### config.mk
export PLATFORM = sky130hd
export DESIGN_NAME = load_store_unit
export DESIGN_NICKNAME = d
export VERILOG_FILES = /design/src/rtl/load_store_unit.sv
export SDC_FILE = /design/constraint.sdc
export NUM_CORES = 1
export LEC_CHECK = 0
export ABC_AREA = 0
export CORE_UTILIZATION = 36
export DETAILED_ROUTE_END_ITERATION = 8
export PLACE_DENSITY = 0.83
export SLEW_MARGIN = 20
export SYNTH_ARGS = -nofsm -noshare
export SYNTH_HDL_FRONTEND = slang
export SYNTH_SLANG_ARGS = --single-unit
### constraint.sdc
create_clock -name clk -period 1.88 [get_ports clk]
set_clock_uncertainty 0.1 [all_clocks]
set_input_delay 0.47 -clock clk [delete_from_list [all_inputs] [get_ports clk]]
set_output_delay 0.47 -clock clk [all_outputs]
set_load 0.05 [all_outputs]
### src/rtl/load_store_unit.sv
// Load/store unit: one outstanding memory request at a time, IDLE -> BUSY -> DONE.
// Define LSU_TIMEOUT_EN to abort requests left unacknowledged for TIMEOUT_CYCLES BUSY cycles.
module load_store_unit #(
  parameter int TIMEOUT_CYCLES = 64
) (
  input  logic        clk,
  input  logic        reset,
  input  logic        clk_en,
  input  logic        load,
  input  logic        store,
  input  logic [15:0] addr,
  input  logic [15:0] store_data,
  input  logic [2:0]  dest_reg,
  output logic        stall,
  output logic        wb_valid,
  output logic [2:0]  wb_reg,
  output logic [15:0] wb_data,
  output logic        mem_req,
  output logic        mem_we,
  output logic [15:0] mem_addr,
  output logic [15:0] mem_wdata,
  input  logic        mem_ack,
  input  logic [15:0] mem_rdata,
  output logic        misalign_err,
  output logic        timeout_err
);
  typedef enum logic [1:0] {IDLE, BUSY, DONE} state_t;

  state_t     state, next_state;
  logic       access, launch, misalign, expire;
  logic [2:0] cap_dest;

  assign access   = (state == IDLE) && clk_en && (load || store);
  assign launch   = access && !addr[0];
  assign misalign = access && addr[0];

`ifdef LSU_TIMEOUT_EN
  localparam int CW = $clog2(TIMEOUT_CYCLES + 1);
  logic [CW-1:0] tmo_cnt;

  // expire fires in the last allowed BUSY cycle that still sees no ack
  assign expire = (state == BUSY) && !mem_ack && (tmo_cnt == CW'(TIMEOUT_CYCLES - 1));

  always_ff @(posedge clk or posedge reset) begin
    if (reset) begin
      tmo_cnt     <= '0;
      timeout_err <= 1'b0;
    end else begin
      if (launch)
        tmo_cnt <= '0;
      else if (state == BUSY && !mem_ack)
        tmo_cnt <= tmo_cnt + 1'b1;
      if (expire)
        timeout_err <= 1'b1;
    end
  end
`else
  assign expire      = 1'b0;
  assign timeout_err = 1'b0;
`endif

  always_ff @(posedge clk or posedge reset) begin
    if (reset) state <= IDLE;
    else       state <= next_state;
  end

  always_comb begin
    next_state = state;
    case (state)
      IDLE:    if (launch) next_state = BUSY;
      BUSY:    if (mem_ack || expire) next_state = DONE;
      DONE:    next_state = IDLE;
      default: next_state = IDLE;
    endcase
  end

  // launch term gated by reset so every output reads 0 while reset is held
  always_comb begin
    stall = (launch && !reset) || (state == BUSY);
  end

  always_ff @(posedge clk or posedge reset) begin
    if (reset) begin
      mem_req      <= 1'b0;
      mem_we       <= 1'b0;
      mem_addr     <= '0;
      mem_wdata    <= '0;
      cap_dest     <= '0;
      wb_valid     <= 1'b0;
      wb_reg       <= '0;
      wb_data      <= '0;
      misalign_err <= 1'b0;
    end else begin
      wb_valid <= 1'b0;
      if (launch) begin
        mem_req   <= 1'b1;
        mem_we    <= store;
        mem_addr  <= addr;
        mem_wdata <= store_data;
        cap_dest  <= dest_reg;
      end else if (state == BUSY && (mem_ack || expire)) begin
        mem_req <= 1'b0;
        if (mem_ack && !mem_we) begin
          wb_valid <= 1'b1;
          wb_reg   <= cap_dest;
          wb_data  <= mem_rdata;
        end
      end
      if (misalign)
        misalign_err <= 1'b1;
    end
  end
endmodule

# After elaboration in Yosys (flattened, before gate mapping)
# Cells that the tools add are included.
[totals] output_inout_bits=57 input_bits=57 reg_bits=60 word_cells=38
[classes] mux=8 n_reduce_logical=16 n_bitwise=1 eq_ne=3
[ops] op="logical AND 1 bit" count=7
[ops] op="2-to-1 mux 1 bit" count=5
[ops] op="2-to-1 mux 2 bit" count=2
[ops] op="!= test 2 bit (second input constant)" count=2
[ops] op="one-hot mux 2 bit (2 select lines)" count=1
[ops] op="logical NOT 1 bit" count=3
[ops] op="AND reduction 3 bit" count=1
[ops] op="== test 2 x 1 -> 1 bit (second input constant)" count=1
[ops] op="logical NOT 2 bit" count=1
[ops] op="logical OR 1 bit" count=2
[ops] op="AND reduction 2 bit" count=1
[ops] op="nonzero test 2 bit" count=1
[ops] op="inverter 1 bit" count=1

# Logic depth before layout (Yosys ltp)
# Gate-level depths: netlist of the first run.
[depth] depth_word=6 ltp_mapped=5 mapped_depth_nobuf=3

# Least setup slack after synthesis of the first run
# OpenSTA, ideal clock, no wires.
[synth_timing] path_kind="input -> output" from="input addr[0]" to="output stall" required_time_ns=1.310 path_stages=4 path_slack_ns=-1.062 n_path_buf=2 arrival_time_ns=2.372 path_cell_list="or4_4 -> buf_6 -> buf_6 -> o21ai_0"
[synth_between] elab_chain_len=4
[synth_lines] item="start: declaration" line_no="11" source="input logic [15:0] addr,"
[synth_lines] item="logical NOT 1 bit" line_no="34" source="assign launch = access && !addr[0];"
[synth_lines] item="logical AND 1 bit" line_no="34"
[synth_lines] item="logical AND 1 bit" line_no="79" source="stall = (launch && !reset) || (state == BUSY);"
[synth_lines] item="logical OR 1 bit" line_no="79"
[synth_lines] item="end: declaration" line_no="14" source="output logic stall,"
# Every way passes these cells.

# Final worst setup path of the first run
[layout_timing] from="register state[0]" to="output stall"
[layout_between] elab_chain_len=6 word_cells_on_any_way=7 cone_classes="1 x eq/ne; 6 x reduce/logical"
[layout_lines] item="start: declaration" line_no="29" source="state_t state, next_state;"
[layout_lines] item="start signal: assignment" line_no="64" source="else state <= next_state;"
[layout_lines] item="logical NOT 2 bit" line_no="33" source="assign access = (state == IDLE) && clk_en && (load || store);"
[layout_lines] item="logical AND 1 bit (2 in series)" line_no="33"
[layout_lines] item="logical AND 1 bit" line_no="34"
[layout_lines] item="logical AND 1 bit" line_no="79"
[layout_lines] item="logical OR 1 bit (*)" line_no="79"
# Every way passes the cells marked *; elsewhere a longest branch is shown, timed or not.

==> results.md, run 1 <==
- Outcome: complete, but fails checks
- Violated checks: setup timing
- Number of global-route vias before repair: around 1.6k
- Clock power frac: 0.229
- Final Worst Setup Slack: -0.2835 ns
- Via count: approximately 1.6k
- Internal power: 3677 µW
- Final ANT Viol Nets: 0
- Tmin final: between 2 and 2.5 ns
- PortBufs: between 100 and 150
- Max IR drop VDD: 0.7602 mV
- Design Area, Final: between 0.003 and 0.004 mm²
- Sw Ratio: 0.4098
- Seq/Total Area, Yosys: 0.6633
- WP data required: roughly 1.3 ns
- Final Hold Viols: 0
- Compound-Gate Fraction of Synth Area: 0.009950
- Largest family of logic cells by synthesized area: multiplexers
- Initial drt markers: 18
- Post-Synthesis Cells: roughly 140
- Gr usage total: 0.1575
- Hold-fix buffers at CTS: 0
- Post-Synth Adder-Cell Area: 0
- Yosys top cell by area: dfrtp_1
- Synth Warn #: 0
- Final Slew Violations: 0
- Initial antenna violation count: 0
- CP Capture Type: primary output
- Dominant cells by area after synthesis: dfrtp_1, mux2_2, mux2_4
- Cell area after synthesis: about 0.0023 mm²
- Syn_nets: just under 200
- First-pass detailed-route iteration total: 3
- Avg Synthesized Cell Area: between 15 and 20 µm²
- RSZ-0062 raised after global routing: true
- Fill count: 500
- CTS tree: yes
- First-pass GRT wire length: ~7500 µm
- Biggest regs: mem_addr (16), mem_wdata (16), wb_data (16)
- Relative slew slack: 0.6600
- Dpl ws: -0.5088 ns
- Xor and xnor fraction of the mapped netlist area: 0
- Share of the synthesized area in the top cell type: 0.6633
- Crit path launch type: flip-flop
- Via-to-Cell Ratio: 4.571
- Clk root buf: clkbuf_8
- Die H: ~81 µm
- Lkg Pwr: about 0.0017 µW
- Yosys reg bits: 60
- Share of post-route cells with drive strength above 1: 0.5208
- Gr ovfl total: 0
- Largest net degree at the start of global routing: 39
- CTS sink count: 60
- Ant. Diodes: 0
- Die footprint: ~0.0066 mm²
- Initial core utilization: 0.3778
- Routed WL per cell: between 10 and 15 µm
- Final period util: 1.151
- Multi-input gate area: between 700 and 800 µm²
- Clk_lat worst skew: between 0.3 and 0.4 ns
- WHS: 0.3690 ns
- Critical path class: reg -> out
- NetSw: between 2000 and 3000 µW
- Highest clock rate: 0.4622 GHz
- Comb power frac: 0.459
- Final Util: 0.6096
- Worst Path Arrival: 1.59 ns
- # rows: 28
- Area fraction in and, or, nand and nor cells after synthesis: 0.02101
- Worst Tran Pin Value: around 0.51 ns
- Core Region: about 0.0060 mm²
- Post-synthesis mux area share: 0.2786
- I/O pin total: 114
- CP max FO: 2
- Cell Area, Placed: ~0.0034 mm²
- # nets final: 317
- GP Congestion: just under 0.7
- Number of CTS-inserted buffers: 9
- Reg area: ~0.0015 mm²
- Yosys cell types: 18
- Drt total wl: 4742 µm
- Clk buf depth: 2
- Sequential share of power: 0.312
- Detail Placement HPWL: between 3000 and 4000 µm
- Cells after DPL: approximately 320
- Setup-failing EPs final: 1
- Clk slew on worst S/H paths: ~0.06 ns
- DRC Markers: 0
- Die width: ~80 µm
- Worst hold path type: reg -> reg
- H-tree levels: 3
- PwrDens: about 1700 mW/mm²
- Fin cells: between 300 and 400
- MaxCap Viol Count: 0
- Area Overhead vs Synth: 61.36%
cell type report:
type                    count  share of cell area
well taps                  75             0.02569
multi-input cells          67              0.1977
clock buffers              12             0.04248
flip-flops and latches     60              0.4111
repair buffers            120              0.2939
inverters                   2            0.003083
clock inverters             4             0.02604
worst paths after layout:
check | from | end | slack [ns] | cells past startpoint
max | state[0] | stall | -0.28 | 3
min reg2reg | misalign_err | misalign_err | 0.37 | 1
min | misalign_err | misalign_err | 0.37 | 1
min in group asynchronous | reset | state[0] | 0.60 | 4
max reg2reg | state[0] | mem_wdata[10] | 0.05 | 3
max in group asynchronous | reset | mem_addr[7] | 0.77 | 4
power by group through the flow:
stage / Combinational, µW / Sequential (µW) / Clock [µW]
after global routing: 2980 / 2000 / 1530
after CTS: 2890 / 1940 / 1470
after floorplan: 498 / 3400 / 0
after global placement: 2850 / 1950 / 0
final: 2860 / 1940 / 1430
after detailed placement: 2890 / 1960 / 0
cell usage after synthesis:
| cell type | n |
|---|---|
| buf_6 | 2 |
| buf_2 | 4 |
| mux2_2 | 48 |
| buf_4 | 1 |
| mux2_4 | 6 |
| nand2b_1 | 1 |
| o21ai_0 | 2 |
| nand3b_1 | 1 |
| dfrtp_1 | 60 |
| o21ai_1 | 1 |
| or4_4 | 1 |
| nand2_1 | 2 |
| a21o_1 | 1 |
| nor2_1 | 1 |
| and2_1 | 1 |
| inv_1 | 2 |
| conb_1 | 1 |
| nor3_1 | 1 |
through the flow:
stage	power, µW	setup TNS [ns]
after floorplan	3895	-0.2752
after global placement	4800	-18.88
after detailed placement	4854	-20.46
after CTS	6307	-0.3040
after global routing	6514	-0.3241
final	6231	-0.2835
timing repair:
item | CTS | global route
pin swaps | 2 | 0
gates resized for setup | 4 | 0
endpoints found under the setup margin | 37 | 3
buffers inserted | 0 | 1
cell usage in the layout (no fill, tap or decap), types with 2 or more instances in the layout:
master and instances:
buf_4 61, dfrtp_1 60, clkdlybuf4s50_1 52, mux2_2 48
clkbuf_8 11, mux2_4 6, dlygate4sd2_1 4, bufinv_16 3
buf_12 3, nand2_1 2
critical path: stages (launching register included):
cell and delay, ns:
dfrtp_1 0.39, or4_4 0.56, o21ai_4 0.17, buf_12 0.15
cells by family (layout without fill, tap and decap cells):
logic type	Yosys count	count (layout)
flops	60	60
mux	54	54
buf+inv	9	138
simple gates	8	8
compound gates	4	4
other cells	1	1
metal layers:
layer | routed length (µm) | track usage | share of wire
met3 | 496 | 0.07191 | 0.10
met2 | 2277 | 0.2558 | 0.48
met5 | 0 | 0 | 0
met4 | 46 | 0.07321 | 0.0097
met1 | 1922 | 0.1751 | 0.41
(Power assumes the default switching activity.)
==> inputs of run 2 (changes only) <==
--- a/config.mk
+++ b/config.mk
@@ -6,6 +6,7 @@
 export NUM_CORES = 1
 export LEC_CHECK = 0
 export ABC_AREA = 0
+export CORE_MARGIN = 3
 export CORE_UTILIZATION = 36
 export DETAILED_ROUTE_END_ITERATION = 8
 export PLACE_DENSITY = 0.83
==> results.md, run 2 (synthesized netlist as in run 1, its figures left out) <==
- Outcome: complete, but fails checks
- Violated checks: setup timing
- Core Region: 0.005991 mm²
- Initial drt markers: 40
- CP max stage delay: between 0.5 and 0.6 ns
- Final Hold Viols: 0
- Number of global-route vias before repair: about 1.7k
- Clk root buf: clkbuf_8
- # nets final: roughly 320
- RSZ-0062 raised after global routing: true
- Final period util: 1.146
- Crit Reg-Reg Startpoint: state[1]
- Clk slew on worst S/H paths: approximately 0.060 ns
- Via-to-Cell Ratio: roughly 4.5
- Ant. Diodes: 0
- Critical-path cell list: or4_4 -> o21ai_4 -> buf_12
- Design Area, Final: between 0.003 and 0.004 mm²
- Setup tns final: -0.2736 ns
- Worst Reg-to-Reg Cells: 3
- Relative slew slack: 0.6566
- Fill count: 470
- # rows: 28
- Clk_lat worst skew: between 0.3 and 0.4 ns
- PortBufs: 112
- Highest clock rate: 0.4643 GHz
- Detail Placement HPWL: 3443 µm
- Clk buf depth: 2
- CP Capture Type: primary output
- Die width: ~85 µm
- Final ANT Viol Nets: 0
- Hold-fix buffers at CTS: 0
- WP data required: 1.31 ns
- Hold Crit Depth: 1
- PwrDens: 1631 mW/mm²
- Via count: about 1.5k
- MaxCap Viol Count: 0
- CTS tree: yes
- Hold EP: misalign_err
- Die H: 85.29 µm
- First-pass detailed-route iteration total: 2
- Worst r2r dst: cap_dest[0]
- Largest net degree at the start of global routing: 57
- First-pass GRT wire length: 7983 µm
- CP top delay family: simple AND/OR/NAND/NOR gates
- Worst Tran Pin Value: 0.5151 ns
- CP max stage cell: or4_4
- Gr usage total: 0.1390
- Commonest non-fill, non-tap cells in the layout: dfrtp_1, buf_4, clkdlybuf4s50_1, mux2_2, clkbuf_8
- Hold path start: misalign_err
- Critical path class: reg -> out
- GP Congestion: just over 0.7
- Area Overhead vs Synth: 57.99%
- Drt total wl: between 4000 and 5000 µm
- H-tree levels: 3
- Cell Area, Placed: around 0.0034 mm²
- Tmin final: ~2.2 ns
- CP max FO: 4
- Final Slew Violations: 0
- Crit path launch type: flip-flop
- Reg2Reg Setup Slack: around 0.04 ns
- Initial core utilization: 0.3778
- Worst Path Arrival: roughly 1.6 ns
- Max IR drop VDD: approximately 0.81 mV
- Number of CTS-inserted buffers: 9
- Initial antenna violation count: 0
- Worst hold path type: reg -> reg
- Share of post-route cells with drive strength above 1: 0.5114
- Final Worst Setup Slack: -0.2736 ns
- Biggest regs: mem_addr (16), mem_wdata (16), wb_data (16)
- Pwr Total: between 5000 and 6000 µW
- DRC Markers: 0
- Gr ovfl total: 0
- Lkg Pwr: ~0.0016 µW
- Routed WL per cell: roughly 14 µm
- Setup-failing EPs final: 1
- CP Buf/Inv Count: 1
- I/O pin total: around 110
- CTS sink count: 60
- Die footprint: just over 0.007 mm²
==> run 2: layout make-up <==
cell class | instances | area, µm² | area share
sequential | 60 | 1501 | 0.4199
multi-input combinational | 67 | 721.9 | 0.2019
timing repair buffer | 119 | 1066 | 0.2981
clock buffer | 15 | 176.4 | 0.04934
tap | 75 | 93.84 | 0.02624
inverter | 2 | 11.26 | 0.003149
clock inverter | 1 | 5.005 | 0.001400
==> run 2: layer usage <==
layer  wire length, µm  share of wire  track usage
met1              1940           0.41       0.1638
met2              2234           0.47       0.2274
met3               514           0.11      0.06602
met4                51          0.011      0.03885
met5                 0              0            0
==> run 2: worst max-delay path by stage <==
stage | start | cells past startpoint | slack (ns) | to
2_1_floorplan | addr[0] | 4 | -0.28 | stall
3_3_place_gp | store | 5 | -0.49 | stall
3_5_place_dp | store | 5 | -0.50 | mem_wdata[2]
4_1_cts | state[1] | 3 | -0.29 | stall
5_1_grt | state[1] | 3 | -0.34 | stall
6_report | state[1] | 3 | -0.27 | stall
==> run 2: power breakdown <==
group          total [µW]  leakage [µW]  switching, µW  internal, µW
Clock                1030     0.0000937            439           586
Combinational        2860      0.000840           1860          1000
Sequential           1940      0.000716            219          1720
Total                5830       0.00165           2520          3310
==> run 2: timing repair <==
| item | 4_1_cts | 5_1_grt |
|---|---|---|
| buffers inserted | 0 | 0 |
| pin swaps | 2 | 0 |
| endpoints found under the setup margin | 37 | 33 |
| resized for setup | 4 | 0 |
==> run 2: per-stage QoR <==
| stage | util | hold slack (ns) | cells | worst slack (ns) |
|---|---|---|---|---|
| floorplan | - | 0.3736 | 136 | -0.2752 |
| global placement | 0.5675 | 0.3534 | 323 | -0.4856 |
| detailed placement | 0.5675 | 0.3562 | 323 | -0.4992 |
| CTS | 0.5969 | 0.3671 | 339 | -0.2942 |
| global route | 0.5969 | 0.3870 | 339 | -0.3443 |
| finish | 0.5969 | 0.3657 | 339 | -0.2736 |
